===== config.mk =====
export PLATFORM = sky130hd
export DESIGN_NAME = reg_bank
export DESIGN_NICKNAME = d
export VERILOG_FILES = /design/src/rtl/reg_bank.sv
export SDC_FILE = /design/constraint.sdc
export NUM_CORES = 2
export LEC_CHECK = 0
export BUFFER_PORTS_ARGS = -buffer_cell sky130_fd_sc_hd__clkbuf_2
export CORE_ASPECT_RATIO = 1.5
export CORE_MARGIN = 2
export CORE_UTILIZATION = 55
export CTS_CLUSTER_DIAMETER = 200
export DETAILED_ROUTE_END_ITERATION = 10
export GPL_TIMING_DRIVEN = 0
export PLACE_DENSITY = 0.78
export SLEW_MARGIN = 30
export SYNTH_ARGS = -nofsm -noshare
export SYNTH_HDL_FRONTEND = slang
export SYNTH_SLANG_ARGS = --single-unit

===== constraint.sdc =====
create_clock -name clk -period 2.33 [get_ports clk]
set_input_delay 0.3495 -clock clk [delete_from_list [all_inputs] [get_ports clk]]
set_output_delay 0.3495 -clock clk [all_outputs]
set_load 0.005 [all_outputs]

===== src/rtl/reg_bank.sv =====
// reg_bank: 32-entry register file with two combinational read ports and
// one synchronous write port. Register 0 is hardwired to zero and register
// 29 (stack pointer) resets to SP_INIT; every other register resets to zero.
module reg_bank #(
    parameter int                 DATA_W  = 32,
    parameter logic [DATA_W-1:0]  SP_INIT = DATA_W'(227)
) (
    input  logic              clk,
    input  logic              reset,
    input  logic              regWrite,
    input  logic [4:0]        readReg1,
    input  logic [4:0]        readReg2,
    input  logic [31:0]       writeReg,
    input  logic [DATA_W-1:0] writeData,
    output logic [DATA_W-1:0] readData1,
    output logic [DATA_W-1:0] readData2
);

    localparam int NUM_REGS = 32;
    localparam int SP_IDX   = 29;

    logic [DATA_W-1:0] regs_q [NUM_REGS];
    logic [DATA_W-1:0] regs_d [NUM_REGS];
    logic [4:0]        wr_idx;

    // The destination comes straight off the reg-dst mux, so only the low
    // five bits carry an index; the upper field is deliberately ignored.
    assign wr_idx = writeReg[4:0];

    logic unused_wr_hi;
    assign unused_wr_hi = ^writeReg[31:5];

    // Next-state: apply the single write, never letting index 0 change.
    always_comb begin
        for (int i = 0; i < NUM_REGS; i++) begin
            regs_d[i] = regs_q[i];
        end
        if (regWrite && (wr_idx != 5'd0)) begin
            regs_d[wr_idx] = writeData;
        end
        regs_d[0] = '0;
    end

    // State update; reset wins over a write issued in the same cycle.
    always_ff @(posedge clk) begin
        if (reset) begin
            for (int i = 0; i < NUM_REGS; i++) begin
                regs_q[i] <= (i == SP_IDX) ? SP_INIT : '0;
            end
        end else begin
            for (int i = 0; i < NUM_REGS; i++) begin
                regs_q[i] <= regs_d[i];
            end
        end
    end

    // Reads come from stored state only: no write-to-read bypass, so a
    // same-cycle write shows up after the edge.
    always_comb begin
        readData1 = (readReg1 == 5'd0) ? '0 : regs_q[readReg1];
        readData2 = (readReg2 == 5'd0) ? '0 : regs_q[readReg2];
    end

endmodule


==> out/results.ini <==
[synth]
synth_top_cell_area_share_pct = 39.7
syn_area_per_cell_um2 = 8.72
synth_edf_count = 0
synth_area_um2 = 50000
netlist_instances = 5739
synthesis.nets = 5816
async_flop_share_pct = 0
synth-seq-cells = 992
yosysTopAreaCell = dfxtp_1
synth_common_cells = 2015 x nand2_1, 992 x dfxtp_1, 987 x a21oi_1, 384 x mux4_2, 335 x clkbuf_1
netlist-cell-type-count = 30
synth_seq_area_share_pct = 39.7
yosysMostFrequentCell = nand2_1
yosysWarnings = 0
synth_flop_cell = dfxtp_1
yosys-top-cells-area = dfxtp_1 40%, mux4_2 17%, nand2_1 15%, a21oi_1 9.9%, mux2i_1 3.8%

[layout]
drive_gt1_share_pct = 23.7
fill_cells = 7291
fin_cells = 7242
largest_reg_flops = 992
syn2layout_area_growth_pct = 18.4
finalNetCount = 6072
top_register = regs_q
top_regs = regs_q (992)

[worst_setup_path]
cp_slowest_cell = mux4_2
end_kind = primary output
r2r_cells = 2
critical_path.max_fanout = 3
path_cells = mux4_2 -> mux2_4 -> o22ai_4 -> nor3_4 -> clkbuf_2
startpoint_type = register
rr_endpoint = regs_q[1][19]$_SDFFE_PP0P_
rrSetupSlack_ps = 1470
crit_buf_inv = 1
cp_top_family = multiplexers
reg2reg_from = regs_q[1][19]$_SDFFE_PP0P_
cp_slowest_stage_delay_ps = 500
required_ps = 1980
crit_arrival_ps = 2310
crit_type = register to primary output

[detailed_routing]
drtIter0Drc = 5135
postRouteWirelength_mm = 202
firstDrtPassIters = 7
wire_per_inst_um = 27.9
viasPerCell = 6.56
drc = 0
vias = 47521
drtAntennaViolNets = 0

[status]
status = complete, but fails checks
violations = setup timing

[min_path]
worstHoldEndpoint = regs_q[8][31]$_SDFFE_PP0P_
min_from = writeReg[2]
min-delay-path-class = input port to register
min_path_cells = 5

[placement]
dp.cells = 7021
dp_hpwl_mm = 156
portBuffers = 106
gp_congestion = 1.03

[global_routing]
grt.overflow.total = 0
grt_pass1_wl_mm = 291
antenna_found_initial = 7
grt_use_total_pct = 42.1
grt_max_degree = 17
grt_pass1_vias = 47174

[timing]
fmax_mhz = 376
fin_setup_tns_ps = -15950
final-max-slew-violation-count = 0
fin_skew_ps = 0
final.period_utilization_pct = 114
max_slew_margin_pct = 26.3
fin_crit_ps = 2660
worst_slack_ps = -333
hold_viol_final = 0
holdWs_ps = 278
tightest_slew_ps = 1100
rsz0062_at_grt = true
setup_viol = 64

[floorplanning]
die_area_um2 = 93400
fp-row-count = 135
io_pins = 141
die_h_um = 373
die-width_um = 250
core-area_um2 = 90200
start_util_pct = 55.5

[cts]
clk_latency_ps = 720
clk_pin_slew_ps = 70
cts_buffers = 95
cts-htree-levels = 3
cts_tree = yes
clock_path_buffers = 3
root_buffer = clkbuf_16
cts.sinks = 992

[power_and_ir_drop]
power_density_nw_per_um2 = 650
irDropWorstVdd_mv = 0.609
p_leak_uw = 0.0199

[run]
cap_viol_max_count = 0

[final cells by class]
| class | instances | area, µm² | area share [%] |
|---|---|---|---|
| Antenna cell | 3 | 7.51 | 0.0127 |
| Buffer | 580 | 3310 | 5.59 |
| Clock buffer | 124 | 2680 | 4.52 |
| Clock inverter | 53 | 678 | 1.15 |
| Multi-Input combinational cell | 4167 | 30200 | 50.9 |
| Sequential cell | 992 | 19900 | 33.7 |
| Tap cell | 1164 | 1460 | 2.46 |
| Timing Repair Buffer | 159 | 996 | 1.68 |
[cells in the final DEF, fill, tap and decap left out, drive strengths merged, types with 32 or more instances in the layout]
cell type,instances
dlygate4sd3,32
nor3,65
nor2,92
mux4,384
a2111oi,64
buf,279
mux2,128
a21oi,987
mux2i,192
nand2,2017
dfxtp,992
clkbuf,551
o22ai,192
[routing by layer]
layer  wire [µm]  global-route usage [%]  part of all wire, %
met5         115                   0.260                0.057
met4       20700                    37.7                   10
met3       20600                    8.96                   10
met2       95300                    69.4                   47
met1       65700                    45.5                   32
[where the power goes]
part / leakage (µW) / internal [µW] / switching [µW]
sequential: 0.00803 / 17100 / 101
clock: 0.00165 / 9720 / 7410
combinational: 0.0102 / 1370 / 2810
[worst min-delay path, cell delays in order]
cell and delay [ps]:
clkbuf_2 130, or3b_2 240, nor2_4 100, nand2_1 80, a21oi_1 50
[what timing repair did]
item                                    in CTS  in global routing
resized for setup                          537                180
hold buffers                                32                  0
pin swaps                                   28                 39
endpoints found under the setup margin      64                 64
setup buffers                                4                  5
endpoints found under the hold margin       32                  0
[cell families (layout without fill, tap and decap cells)]
group	after synthesis	count (layout)	synth area share [%]
buffers and inverters	580	916	5.60
other	0	3	0
AOI/OAI and AO/OA	1243	1243	13.4
and+or+nand+nor	2220	2220	17.3
DFF	992	992	39.7
muxes	704	704	24.0
[through the flow]
step | util (%) | area, µm² | setup slack, ps | total power [µW]
final | 65.7 | 59200 | -333 | 38500
after CTS | 64.9 | 58500 | -274 | 38000
after detailed placement | 57.9 | 52200 | -1230 | 21000
after global routing | 65.7 | 59200 | -323 | 39100
after global placement | 57.7 | 52000 | -1830 | 20900
after floorplan | - | 50000 | 338 | 19500
[worst max-delay path by stage]
stage / to / slack [ps] / cells after the start / from
after floorplan: readData1[0] / 340 / 8 / readReg1[2]
after global placement: readData1[18] / -1830 / 8 / readReg1[1]
after detailed placement: readData2[12] / -1230 / 8 / readReg2[1]
after CTS: readData1[14] / -270 / 5 / regs_q[28][14]$_SDFFE_PP0P_
after global routing: readData2[15] / -320 / 5 / regs_q[24][15]$_SDFFE_PP0P_
final: readData2[15] / -330 / 5 / regs_q[24][15]$_SDFFE_PP0P_
Note: power is estimated with default switching activity, not from simulation.
